<file path="config.mk">
export PLATFORM = sky130hd
export DESIGN_NAME = inst_word_tx_flat
export DESIGN_NICKNAME = d
export VERILOG_FILES = /design/src/rtl/inst_word_tx_if.sv /design/src/rtl/inst_word_tx.sv /design/src/flat_wrapper.sv
export SDC_FILE = /design/constraint.sdc
export NUM_CORES = 1
export LEC_CHECK = 0
export ABC_AREA = 1
export BUFFER_PORTS_ARGS = -buffer_cell sky130_fd_sc_hd__clkbuf_2
export CAP_MARGIN = 20
export CELL_PAD_IN_SITES_DETAIL_PLACEMENT = 1
export CELL_PAD_IN_SITES_GLOBAL_PLACEMENT = 2
export CORE_MARGIN = 2
export CORE_UTILIZATION = 37
export DETAILED_ROUTE_END_ITERATION = 10
export GPL_ROUTABILITY_DRIVEN = 1
export PLACE_DENSITY = 0.84
export SKIP_LAST_GASP = 1
export SLEW_MARGIN = 20
export SYNTH_ARGS = -nofsm -noshare
export SYNTH_HDL_FRONTEND = slang
export SYNTH_SLANG_ARGS = --single-unit
</file>
<file path="constraint.sdc">
create_clock -name clk -period 2.7 [get_ports clk]
set_input_delay 0.135 -clock clk [delete_from_list [all_inputs] [get_ports clk]]
set_output_delay 0.135 -clock clk [all_outputs]
set_load 0.005 [all_outputs]
</file>
<file path="src/rtl/inst_word_tx_if.sv">
// inst_word_tx_if: producer-side opcode handshake and byte-wide output link of the instruction-word transmitter
interface inst_word_tx_if;
  logic        in_valid;
  logic        in_ready;
  logic [15:0] in_instruction;
  logic [15:0] in_absolute;
  logic        out_valid;
  logic        out_ready;
  logic [7:0]  out_byte;
  logic        out_last;
  logic        busy;
  modport slave (
    input  in_valid, in_instruction, in_absolute, out_ready,
    output in_ready, out_valid, out_byte, out_last, busy
  );
  modport master (
    output in_valid, in_instruction, in_absolute, out_ready,
    input  in_ready, out_valid, out_byte, out_last, busy
  );
endinterface

</file>
<file path="src/rtl/inst_word_tx.sv">
// inst_word_tx: packs {instruction, absolute} into 32-bit words, queues them and streams them out bytewise.
// Optional INST_WORD_TX_PARITY_EN appends an XOR parity byte to every frame.
module inst_word_tx #(
  parameter int DEPTH     = 2,
  parameter bit MSB_FIRST = 1'b1
) (
  input logic           clk,
  input logic           rst_n,
  inst_word_tx_if.slave bus
);
  localparam int AW = $clog2(DEPTH);
  localparam int CW = AW + 1;
`ifdef INST_WORD_TX_PARITY_EN
  localparam int IW = 3;
  localparam logic [IW-1:0] LAST = 3'd4;
`else
  localparam int IW = 2;
  localparam logic [IW-1:0] LAST = 2'd3;
`endif
  typedef enum logic {IDLE, SEND} state_t;
  state_t          r_state, w_state_nx;
  logic [31:0]     r_mem [DEPTH];
  logic [AW-1:0]   r_wp, r_rp;
  logic [CW-1:0]   r_cnt;
  logic            r_rdy;
  logic [31:0]     r_word;
  logic [IW-1:0]   r_idx;
  logic            w_empty, w_full, w_push, w_pop, w_xfer, w_final;
  logic [4:0]      w_sh;
  logic [7:0]      w_wb, w_byte;
  assign w_empty = r_cnt == '0;
  assign w_full  = r_cnt == CW'(DEPTH);
  // r_rdy keeps in_ready low until the first edge after reset release
  assign bus.in_ready = r_rdy && !w_full;
  assign w_push  = bus.in_valid && bus.in_ready;
  assign w_xfer  = bus.out_valid && bus.out_ready;
  assign w_final = w_xfer && bus.out_last;
  assign w_pop   = !w_empty && (r_state == IDLE || w_final);
  assign w_sh = {(MSB_FIRST ? ~r_idx[1:0] : r_idx[1:0]), 3'b000};
  assign w_wb = r_word[w_sh +: 8];
`ifdef INST_WORD_TX_PARITY_EN
  assign w_byte = (r_idx == LAST) ? (r_word[31:24] ^ r_word[23:16] ^ r_word[15:8] ^ r_word[7:0]) : w_wb;
`else
  assign w_byte = w_wb;
`endif
  assign bus.out_valid = r_state == SEND;
  assign bus.out_last  = r_state == SEND && r_idx == LAST;
  assign bus.out_byte  = r_state == SEND ? w_byte : 8'd0;
  assign bus.busy      = r_state == SEND || !w_empty;
  always_comb begin
    w_state_nx = r_state;
    w_state_nx = r_state == IDLE ? (w_empty ? IDLE : SEND) : ((w_final && w_empty) ? IDLE : SEND);
  end
  always_ff @(posedge clk or negedge rst_n) begin
    if (!rst_n) begin
      r_state <= IDLE;
      r_wp    <= '0;
      r_rp    <= '0;
      r_cnt   <= '0;
      r_rdy   <= 1'b0;
      r_word  <= '0;
      r_idx   <= '0;
    end else begin
      r_state <= w_state_nx;
      r_rdy   <= 1'b1;
      r_cnt   <= r_cnt + CW'(w_push) - CW'(w_pop);
      if (w_push) r_wp <= r_wp + AW'(1);
      if (w_pop) begin
        r_rp   <= r_rp + AW'(1);
        r_word <= r_mem[r_rp];
      end
      r_idx <= (w_pop || w_final) ? '0 : w_xfer ? r_idx + IW'(1) : r_idx;
    end
  end
  always_ff @(posedge clk) begin
    if (w_push) r_mem[r_wp] <= {bus.in_instruction, bus.in_absolute};
  end
endmodule
</file>
<file path="src/flat_wrapper.sv">
// flat-port wrapper written by rule: the top's interface ports become plain ports
module inst_word_tx_flat 
#(
  parameter int DEPTH     = 2,
  parameter bit MSB_FIRST = 1'b1
)
  (clk, rst_n, bus_in_valid, bus_in_instruction, bus_in_absolute, bus_out_ready, bus_in_ready, bus_out_valid, bus_out_byte, bus_out_last, bus_busy);
  inst_word_tx_if bus_i ();
  input logic clk;
  input logic rst_n;
  input wire logic [$bits(bus_i.in_valid)-1:0] bus_in_valid;
  input wire logic [$bits(bus_i.in_instruction)-1:0] bus_in_instruction;
  input wire logic [$bits(bus_i.in_absolute)-1:0] bus_in_absolute;
  input wire logic [$bits(bus_i.out_ready)-1:0] bus_out_ready;
  output wire logic [$bits(bus_i.in_ready)-1:0] bus_in_ready;
  output wire logic [$bits(bus_i.out_valid)-1:0] bus_out_valid;
  output wire logic [$bits(bus_i.out_byte)-1:0] bus_out_byte;
  output wire logic [$bits(bus_i.out_last)-1:0] bus_out_last;
  output wire logic [$bits(bus_i.busy)-1:0] bus_busy;
  assign bus_i.in_valid = bus_in_valid;
  assign bus_i.in_instruction = bus_in_instruction;
  assign bus_i.in_absolute = bus_in_absolute;
  assign bus_i.out_ready = bus_out_ready;
  assign bus_in_ready = bus_i.in_ready;
  assign bus_out_valid = bus_i.out_valid;
  assign bus_out_byte = bus_i.out_byte;
  assign bus_out_last = bus_i.out_last;
  assign bus_busy = bus_i.busy;
  inst_word_tx #(.DEPTH(DEPTH), .MSB_FIRST(MSB_FIRST)) u_core (.clk(clk), .rst_n(rst_n), .bus(bus_i));
endmodule
</file>
==> results of run 1 <==
-- final cells by class --
type | count | area share (%)
clock inverter | 4 | 0.559
inverter | 45 | 3.15
sequential | 104 | 54.4
multi-input combinational | 282 | 21.7
tap | 143 | 3.33
timing repair buffer | 85 | 11.2
clock buffer | 12 | 5.59
-- Yosys cell counts, drive strengths merged --
library cell	instances	share of area, %
xnor2	1	0.20
nor2	6	0.86
a21boi	1	0.26
buf	17	2.9
nand4	2	0.29
dfrtp	40	23
ha	3	0.86
nand3	18	2.1
inv	45	3.9
clkbuf	1	0.086
nand2	239	21
edfxtp	64	44
a21oi	9	1.1
o21ai	1	0.11
conb	1	0.086
xor2	1	0.20
-- cells by family after synthesis --
logic type / count (synthesis)
xor+xnor: 2
other cells: 1
simple gates: 265
flops: 104
compound gates: 11
fa+ha+maj: 3
buf+inv: 63
-- metrics by stage --
step | worst slack, ns | util, % | power (mW) | hold WS [ns] | std cells
floorplan | 0.197 | - | 3.44 | -0.161 | 449
global placement | 0.822 | 41.1 | 3.89 | 0.326 | 626
detailed placement | 0.752 | 41.1 | 3.97 | 0.329 | 626
CTS | 0.745 | 46.8 | 5.41 | 0.0663 | 675
global route | 0.640 | 46.8 | 5.75 | 0.106 | 675
finish | 0.745 | 46.8 | 5.32 | 0.0837 | 675
-- final timing paths --
| check | startpoint | endpoint | slack [ns] | depth (start not counted) |
|---|---|---|---|---|
| setup / recovery | u_core.r_idx[1]$_DFFE_PN0P_ | u_core.r_cnt[1]$_DFF_PN0_ | 0.74 | 9 |
| max in group asynchronous | rst_n | u_core.r_word[11]$_DFFE_PN0P_ | 1.67 | 2 |
| hold / removal | bus_in_valid | u_core.r_wp$_DFFE_PN0N_ | 0.08 | 3 |
| hold reg to reg | u_core.r_word[22]$_DFFE_PN0P_ | u_core.r_word[22]$_DFFE_PN0P_ | 0.49 | 2 |
| setup reg to reg | u_core.r_idx[1]$_DFFE_PN0P_ | u_core.r_cnt[1]$_DFF_PN0_ | 0.74 | 9 |
| min in group asynchronous | rst_n | u_core.r_word[15]$_DFFE_PN0P_ | 0.45 | 2 |
-- critical path: stages, from the launching register on --
cell and delay, ns:
dfrtp_1 0.51, ha_1 0.30, a21oi_2 0.20, nor2_4 0.04, ha_1 0.27, inv_1 0.04, ha_1 0.21, xor2_1 0.15
nor2_1 0.09, nor2_1 0.05
-- power breakdown --
part	switching (mW)	internal, mW	total (mW)
clock network	0.581	0.795	1.38
registers	0.199	2.08	2.28
logic	1.09	0.579	1.67
-- sequential cells by signal, summed over array words and instances, names as in the netlist --
signal,count
u_core.r_wp,1
u_core.r_rdy,1
u_core.r_rp,1
u_core.r_mem,64
u_core.bus.out_valid,1
u_core.r_cnt,2
u_core.r_word,32
u_core.r_idx,2
-- layer usage --
| layer | wire [µm] | global-route usage, % |
|---|---|---|
| met1 | 4290 | 20.2 |
| met2 | 4450 | 26.8 |
| met3 | 283 | 3.27 |
| met4 | 183 | 6.83 |
| met5 | 0 | 0 |
-- repair_timing --
item / CTS / global route
setup endpoints to repair: 0 / 0
hold endpoints to repair: 104 / 0
hold buffers: 33 / 0
==> impl_metrics.toml, run 1 <==
[run_status]
status = "finished clean"

[flow_run]
maxCapViolCount = 0

[detailed_routing]
routedWlPerCell_um = 13.6
remaining_drc_errors = 0
first_pass_iters = 4
ant_nets = 0
vias = 3077
vias_per_cell = 4.56
routed_wl_um = 9210
drtIter0Drc = 116

[synthesis]
yosys.area_share.adder_pct = 0.856
post_synth_num_cell_types = 22
synth_nets = 488
yosysWarnings = 0
synth-simple-area-share_pct = 23.7
avgSynthCellArea_um2 = 9.76
synth_seq_area_share_pct = 66.7
muxShareOfSynthArea_pct = 0
syn_inst = 449
synthesis.area_um2 = 4380
synth_xor_area_share_pct = 0.400
synth_seq_cells = 104
synth_compound_area_share_pct = 1.48
synth_top_family_by_area = "simple AND/OR/NAND/NOR gates"

[finish]
multi_input_area_um2 = 1170
seqCellArea_um2 = 2920
antenna_cells = 0
final_nets = 566
fin_area_um2 = 5370
nFillCells = 1273
syn2layout_area_growth_pct = 22.5
layout-drive-gt1-share_pct = 14.5
final_common_cell = "nand2_1"
layout_common_cells = "238 x nand2_1, 64 x edfxtp_1, 46 x clkbuf_2"

[timing]
max_freq_mhz = 511
slew_headroom_pct = 39.1
slew_violations = 0
rsz0062_at_grt = "no"
tns_ns = 0
setup-violations-final = 0
min_period_ns = 1.96
period_share_pct = 72.4
skew_ns = 0.00797
tightest_slew_ns = 0.914
hold_viol = 0

[clock_network]
postCtsSetupRepairBufs = 0
clock_sinks = 104
clkLatencyLatePin_ns = 0.35
htreeDepth = 3
ctsResizeCount = 0
clk_pin_slew_ns = 0.07
cts_buffer_depth = 2
cts_tree = "done"
cts_buffers = 9
cts_root_buf = "clkbuf_16"

[pwr]
ir_worst_vdd_mv = 0.554
leakagePower_nw = 2.56
power_density_nw_per_um2 = 991

[hold_path]
hp-class = "primary input to register"

[placed_design]
dpl-instance-area_um2 = 4710
place_hpwl_um = 5970
gp_congestion = 0.836
port_buffers = 47

[global_route]
grt_pass1_wl_um = 15800
grt_use_total_pct = 16.0
grt_pass1_vias = 3273
gr-total-overflow = 0
antenna_found_initial = 0
grt_max_degree = 41

[floorplan]
die_area_um2 = 12700
dieWidth_um = 113
placementRows = 39
ioPinCount = 48
start_util_pct = 38.2
core_area_um2 = 11500
die_h_um = 113

[setup_path]
worst_ep_required_time_ns = 2.95
crit_fanout = 11
crit_type = "register to register"
start_kind = "register"
critPathCaptureType = "register"
worstPathArrival_ns = 2.20
(Power assumes the default switching activity.)
==> run 2, diff against run 1 <==
- clock period: 2.7 -> 1.9 ns (I/O delays scaled with it)
==> impl_metrics.toml, run 2 (synthesis results as in run 1) <==
[timing]
slew_violations = 0
max_freq_mhz = 560
slew_headroom_pct = 62.1
setup-violations-final = 0
min_period_ns = 1.79
tns_ns = 0
hold_viol = 0
rsz0062_at_grt = "yes"
fin_ws_ns = 0.114
skew_ns = 0.00835
period_share_pct = 94.0
tightest_slew_ns = 0.567

[detailed_routing]
vias = 3095
drtIter0Drc = 137
ant_nets = 0
first_pass_iters = 4
routed_wl_um = 9230
vias_per_cell = 4.55
routedWlPerCell_um = 13.6
remaining_drc_errors = 0

[pwr]
ir_worst_vdd_mv = 0.572
switching_power_mw = 2.59
power_density_nw_per_um2 = 1370
fin_total_pwr_mw = 7.38
pwr-share-seq_pct = 43.3
leakagePower_nw = 2.57
swShare_pct = 35.0
p_int_mw = 4.80
clockPowerShare_pct = 23.2
comb_power_share_pct = 33.4

[setup_path]
critical-path-max-stage-delay_ns = 0.38
crit_buf_inv = 1
crit_fanout = 4
reg2reg_from = "u_core.r_idx[0]$_DFFE_PN0P_"
worst_ep_required_time_ns = 2.14
worstPathArrival_ns = 2.02
critical-path-top-cell-by-count = "ha_1"
cpMaxStageDelayCell = "dfrtp_1"
crit_type = "register to register"
critPathCaptureType = "register"
start_kind = "register"
worstPathCellList = "ha_1, a21oi_2, nor2_4, ha_1, inv_1, ha_1, xor2_1, nor2_1, nor2_1"
crit_path_start = "u_core.r_idx[0]$_DFFE_PN0P_"
cp_top_family = "adder cells"

[floorplan]
core_area_um2 = 11500
dieWidth_um = 113
die_h_um = 113
ioPinCount = 48
start_util_pct = 38.2
placementRows = 39
die_area_um2 = 12700

[placed_design]
port_buffers = 47
place_hpwl_um = 6130
dpl.cell_count = 631
gp_congestion = 0.757
place_ws_ns = 0.0923

[clock_network]
cts_tree = "done"
cts_buffer_depth = 2
clk_pin_slew_ns = 0.07
cts_root_buf = "clkbuf_16"
postCtsSetupRepairBufs = 0
clkLatencyLatePin_ns = 0.34
htreeDepth = 3
cts_buffers = 9
clock_sinks = 104

[finish]
final_nets = 571
largestRegisters = "u_core.r_mem x64, u_core.r_word x32"
final_common_cell = "nand2_1"
layout-drive-gt1-share_pct = 14.9
layout_common_cells = "238 x nand2_1, 64 x edfxtp_1, 47 x clkbuf_2"
top_register = "u_core.r_mem"
final_cells = 680
largest_reg_flops = 64
nFillCells = 1294
antenna_cells = 0
syn2layout_area_growth_pct = 23.2

[global_route]
grt_max_degree = 34
grt_use_total_pct = 16.0
gr-total-overflow = 0
grt_pass1_wl_um = 16100
grt_pass1_vias = 3400
antenna_found_initial = 0

[flow_run]
maxCapViolCount = 0

[hold_path]
hp-start = "bus_in_valid"
hp-class = "primary input to register"

[run_status]
status = "finished clean"
run 2: changes by cell type in the layout (fill, tap and decap cells not counted), sizes merged:
cell,delta
clkbuf,+2
clkinv,-1
buf,+4
run 2: repair_timing:
item                                   4_1_cts  5_1_grt
resized for setup                            0        3
hold buffers                                33        0
setup endpoints to repair                    0        4
endpoints found under the hold margin      104        0
run 2: layout make-up:
cell class                      instances  area, µm²  share of cell area (%)
Clock buffer                           13        260                    4.82
Clock inverter                          3       16.3                   0.301
Inverter                               45        171                    3.17
Multi-Input combinational cell        282       1170                    21.7
Sequential cell                       104       2920                    54.1
Tap cell                              143        179                    3.31
Timing Repair Buffer                   90        678                    12.6
run 2: path summary, 6_finish.rpt:
kind                       slack [ns]  depth (start not counted)                            end
hold reg to reg                  0.48                          2  u_core.r_word[25]$_DFFE_PN0P_
setup reg to reg                 0.11                          9      u_core.r_cnt[1]$_DFF_PN0_
setup / recovery                 0.11                          9      u_core.r_cnt[1]$_DFF_PN0_
min in group asynchronous        0.08                          2  u_core.r_word[15]$_DFFE_PN0P_
max in group asynchronous        1.35                          3  u_core.r_word[16]$_DFFE_PN0P_
hold / removal                   0.04                          3        u_core.r_wp$_DFFE_PN0N_
run 2: per-stage QoR:
step           hold WS (ns)  util (%)  cell area, µm²
2_1_floorplan        -0.201         -            4390
3_3_place_gp        -0.0959      41.8            4790
3_5_place_dp        -0.0978      41.8            4790
4_1_cts              0.0242      47.1            5400
5_1_grt              0.0441      47.1            5400
6_report             0.0394      47.1            5400
run 2: metal layers:
metal  track usage (%)  routed length, µm  vias up
li1                  -                  -     1565
met1              20.6               4380     1477
met2              26.9               4420       45
met3              4.12                326        8
met4              4.63                100        0
met5                 0                  0        -
run 2: power by group through the flow:
stage / clock network (mW) / logic (mW) / registers (mW)
floorplan: 0 / 1.72 / 3.17
global placement: 0 / 2.36 / 3.23
detailed placement: 0 / 2.46 / 3.25
CTS: 1.79 / 2.53 / 3.21
global route: 1.89 / 2.88 / 3.26
finish: 1.72 / 2.47 / 3.20
run 2: worst min-delay path, cell delays in order:
cell	delay [ns]
clkbuf_2	0.10
nand3_1	0.09
nand2_1	0.06
==> run 3, diff against run 2 <==
- CORE_UTILIZATION: 37 -> 38
- CTS_BUF_LIST: default -> sky130_fd_sc_hd__clkbuf_4
- PLACE_DENSITY: 0.84 -> 0.86
- RECOVER_POWER: default -> 100
==> impl_metrics.toml, run 3 (synthesis results as in run 1) <==
[global_route]
grt_max_degree = 34
grt_pass1_wl_um = 15700
grt_use_total_pct = 15.9
gr-total-overflow = 0
grt_pass1_vias = 3376
antenna_found_initial = 0

[setup_path]
worstPathArrival_ns = 1.70
reg2reg_depth = 9
crit_fanout = 18
r2r_end = "u_core.r_cnt[1]$_DFF_PN0_"
start_kind = "register"
reg2reg_from = "u_core.r_idx[0]$_DFFE_PN0P_"
critPathCaptureType = "output pin"
worst_ep_required_time_ns = 1.80
crit_type = "register to output pin"
regToRegSetupSlack_ns = 0.13

[detailed_routing]
routed_wl_um = 9040
vias_per_cell = 4.55
ant_nets = 0
first_pass_iters = 4
routedWlPerCell_um = 13.3
vias = 3103
drtIter0Drc = 110
remaining_drc_errors = 0

[finish]
final_cells = 682
final_common_cell = "nand2_1"
nFillCells = 1331
syn2layout_area_growth_pct = 19.6
seqCellArea_um2 = 2920
multi_input_area_um2 = 1200
top_register = "u_core.r_mem"
largest_reg_flops = 64
final_nets = 573
antenna_cells = 0
layout_common_cells = "238 x nand2_1, 64 x edfxtp_1, 42 x inv_1"
largestRegisters = "u_core.r_mem x64, u_core.r_word x32"
layout-drive-gt1-share_pct = 11.5

[clock_network]
postCtsSetupRepairBufs = 0
htreeDepth = 3
cts_root_buf = "clkbuf_4"
cts_buffer_depth = 2
cts_tree = "done"
clkLatencyLatePin_ns = 0.45
cts_buffers = 9
clk_pin_slew_ns = 0.14
clock_sinks = 104

[floorplan]
start_util_pct = 38.7
die_h_um = 111
placementRows = 39
core_area_um2 = 11300
dieWidth_um = 111
ioPinCount = 48
die_area_um2 = 12400

[timing]
max_freq_mhz = 558
skew_ns = 0.0165
hold_viol = 0
rsz0062_at_grt = "no"
setup-violations-final = 0
slew_violations = 0
slew_headroom_pct = 43.1
min_period_ns = 1.79
tns_ns = 0
tightest_slew_ns = 0.854
hold_slack_ns = 0.134
period_share_pct = 94.4

[flow_run]
maxCapViolCount = 0

[pwr]
swShare_pct = 36.9
power_density_nw_per_um2 = 1300
pwr-share-seq_pct = 47.0
comb_power_share_pct = 36.5
ir_worst_vdd_mv = 0.590
leakagePower_nw = 2.45
switching_power_mw = 2.51
fin_total_pwr_mw = 6.80
clockPowerShare_pct = 16.5
p_int_mw = 4.29

[placed_design]
port_buffers = 47
gp_congestion = 0.732
place_hpwl_um = 6130
dpl.cell_count = 631

[run_status]
status = "finished clean"

[hold_path]
hp-class = "primary input to asynchronous set/reset pin"
run 3: changes by cell type in the layout (fill, tap and decap cells not counted), moves of 3 or more:
cell,change
clkbuf_1,+23
clkbuf_2,-23
clkbuf_4,+13
clkbuf_16,-9
a21oi_1,-5
a21oi_2,+4
buf_4,-3
run 3: layer usage:
layer | track usage, % | part of all wire (%) | vias up | wire [µm]
li1 | - | - | 1565 | -
met1 | 20.0 | 47 | 1483 | 4250
met2 | 27.4 | 48 | 43 | 4370
met3 | 3.10 | 2.7 | 12 | 243
met4 | 5.76 | 1.8 | 0 | 165
met5 | 0 | 0 | - | 0
run 3: timing repair:
| action | in CTS | in global routing |
|---|---|---|
| setup endpoints to repair | 7 | 9 |
| pin swaps | 0 | 1 |
| gates resized for setup | 1 | 11 |
| hold buffers | 35 | 0 |
| gates cloned | 0 | 0 |
| hold endpoints to repair | 107 | 0 |
run 3: area by class of cell:
type | instances | share of cell area, %
Clock buffer | 12 | 1.72
Clock inverter | 4 | 0.859
Inverter | 45 | 3.34
Multi-Input combinational cell | 282 | 22.8
Sequential cell | 104 | 55.7
Tap cell | 143 | 3.41
Timing Repair Buffer | 92 | 12.1
run 3: worst max-delay path, cell delays in order (launching register included):
cell	delay (ns)
dfrtp_1	0.40
buf_6	0.19
inv_4	0.11
nand2_1	0.07
nand3_1	0.09
a21oi_1	0.24
clkbuf_2	0.15
run 3: power groups by stage:
stage,clock network [mW],registers [mW],logic (mW)
2_1_floorplan,0,3.17,1.72
3_3_place_gp,0,3.23,2.37
3_5_place_dp,0,3.25,2.45
4_1_cts,1.16,3.20,2.53
5_1_grt,1.26,3.26,2.89
6_report,1.12,3.19,2.49
run 3: how the worst max path moves through the flow:
stage,end,startpoint,depth (start not counted)
global route,bus_out_byte[7],u_core.r_idx[0]$_DFFE_PN0P_,6
floorplan,u_core.r_cnt[1]$_DFF_PN0_,u_core.r_idx[0]$_DFFE_PN0P_,10
detailed placement,u_core.r_cnt[1]$_DFF_PN0_,u_core.r_idx[0]$_DFFE_PN0P_,9
global placement,u_core.r_cnt[1]$_DFF_PN0_,u_core.r_idx[0]$_DFFE_PN0P_,9
CTS,bus_out_byte[2],u_core.r_idx[0]$_DFFE_PN0P_,6
finish,bus_out_byte[0],u_core.r_idx[0]$_DFFE_PN0P_,6
run 3: per-stage QoR:
step	setup slack, ns	cell area [µm²]	utilization (%)
after floorplan	0.0560	4390	-
after global placement	0.175	4790	42.3
after detailed placement	0.0637	4790	42.3
after CTS	0.00643	5280	46.6
after global routing	0.000347	5250	46.3
final	0.106	5250	46.3
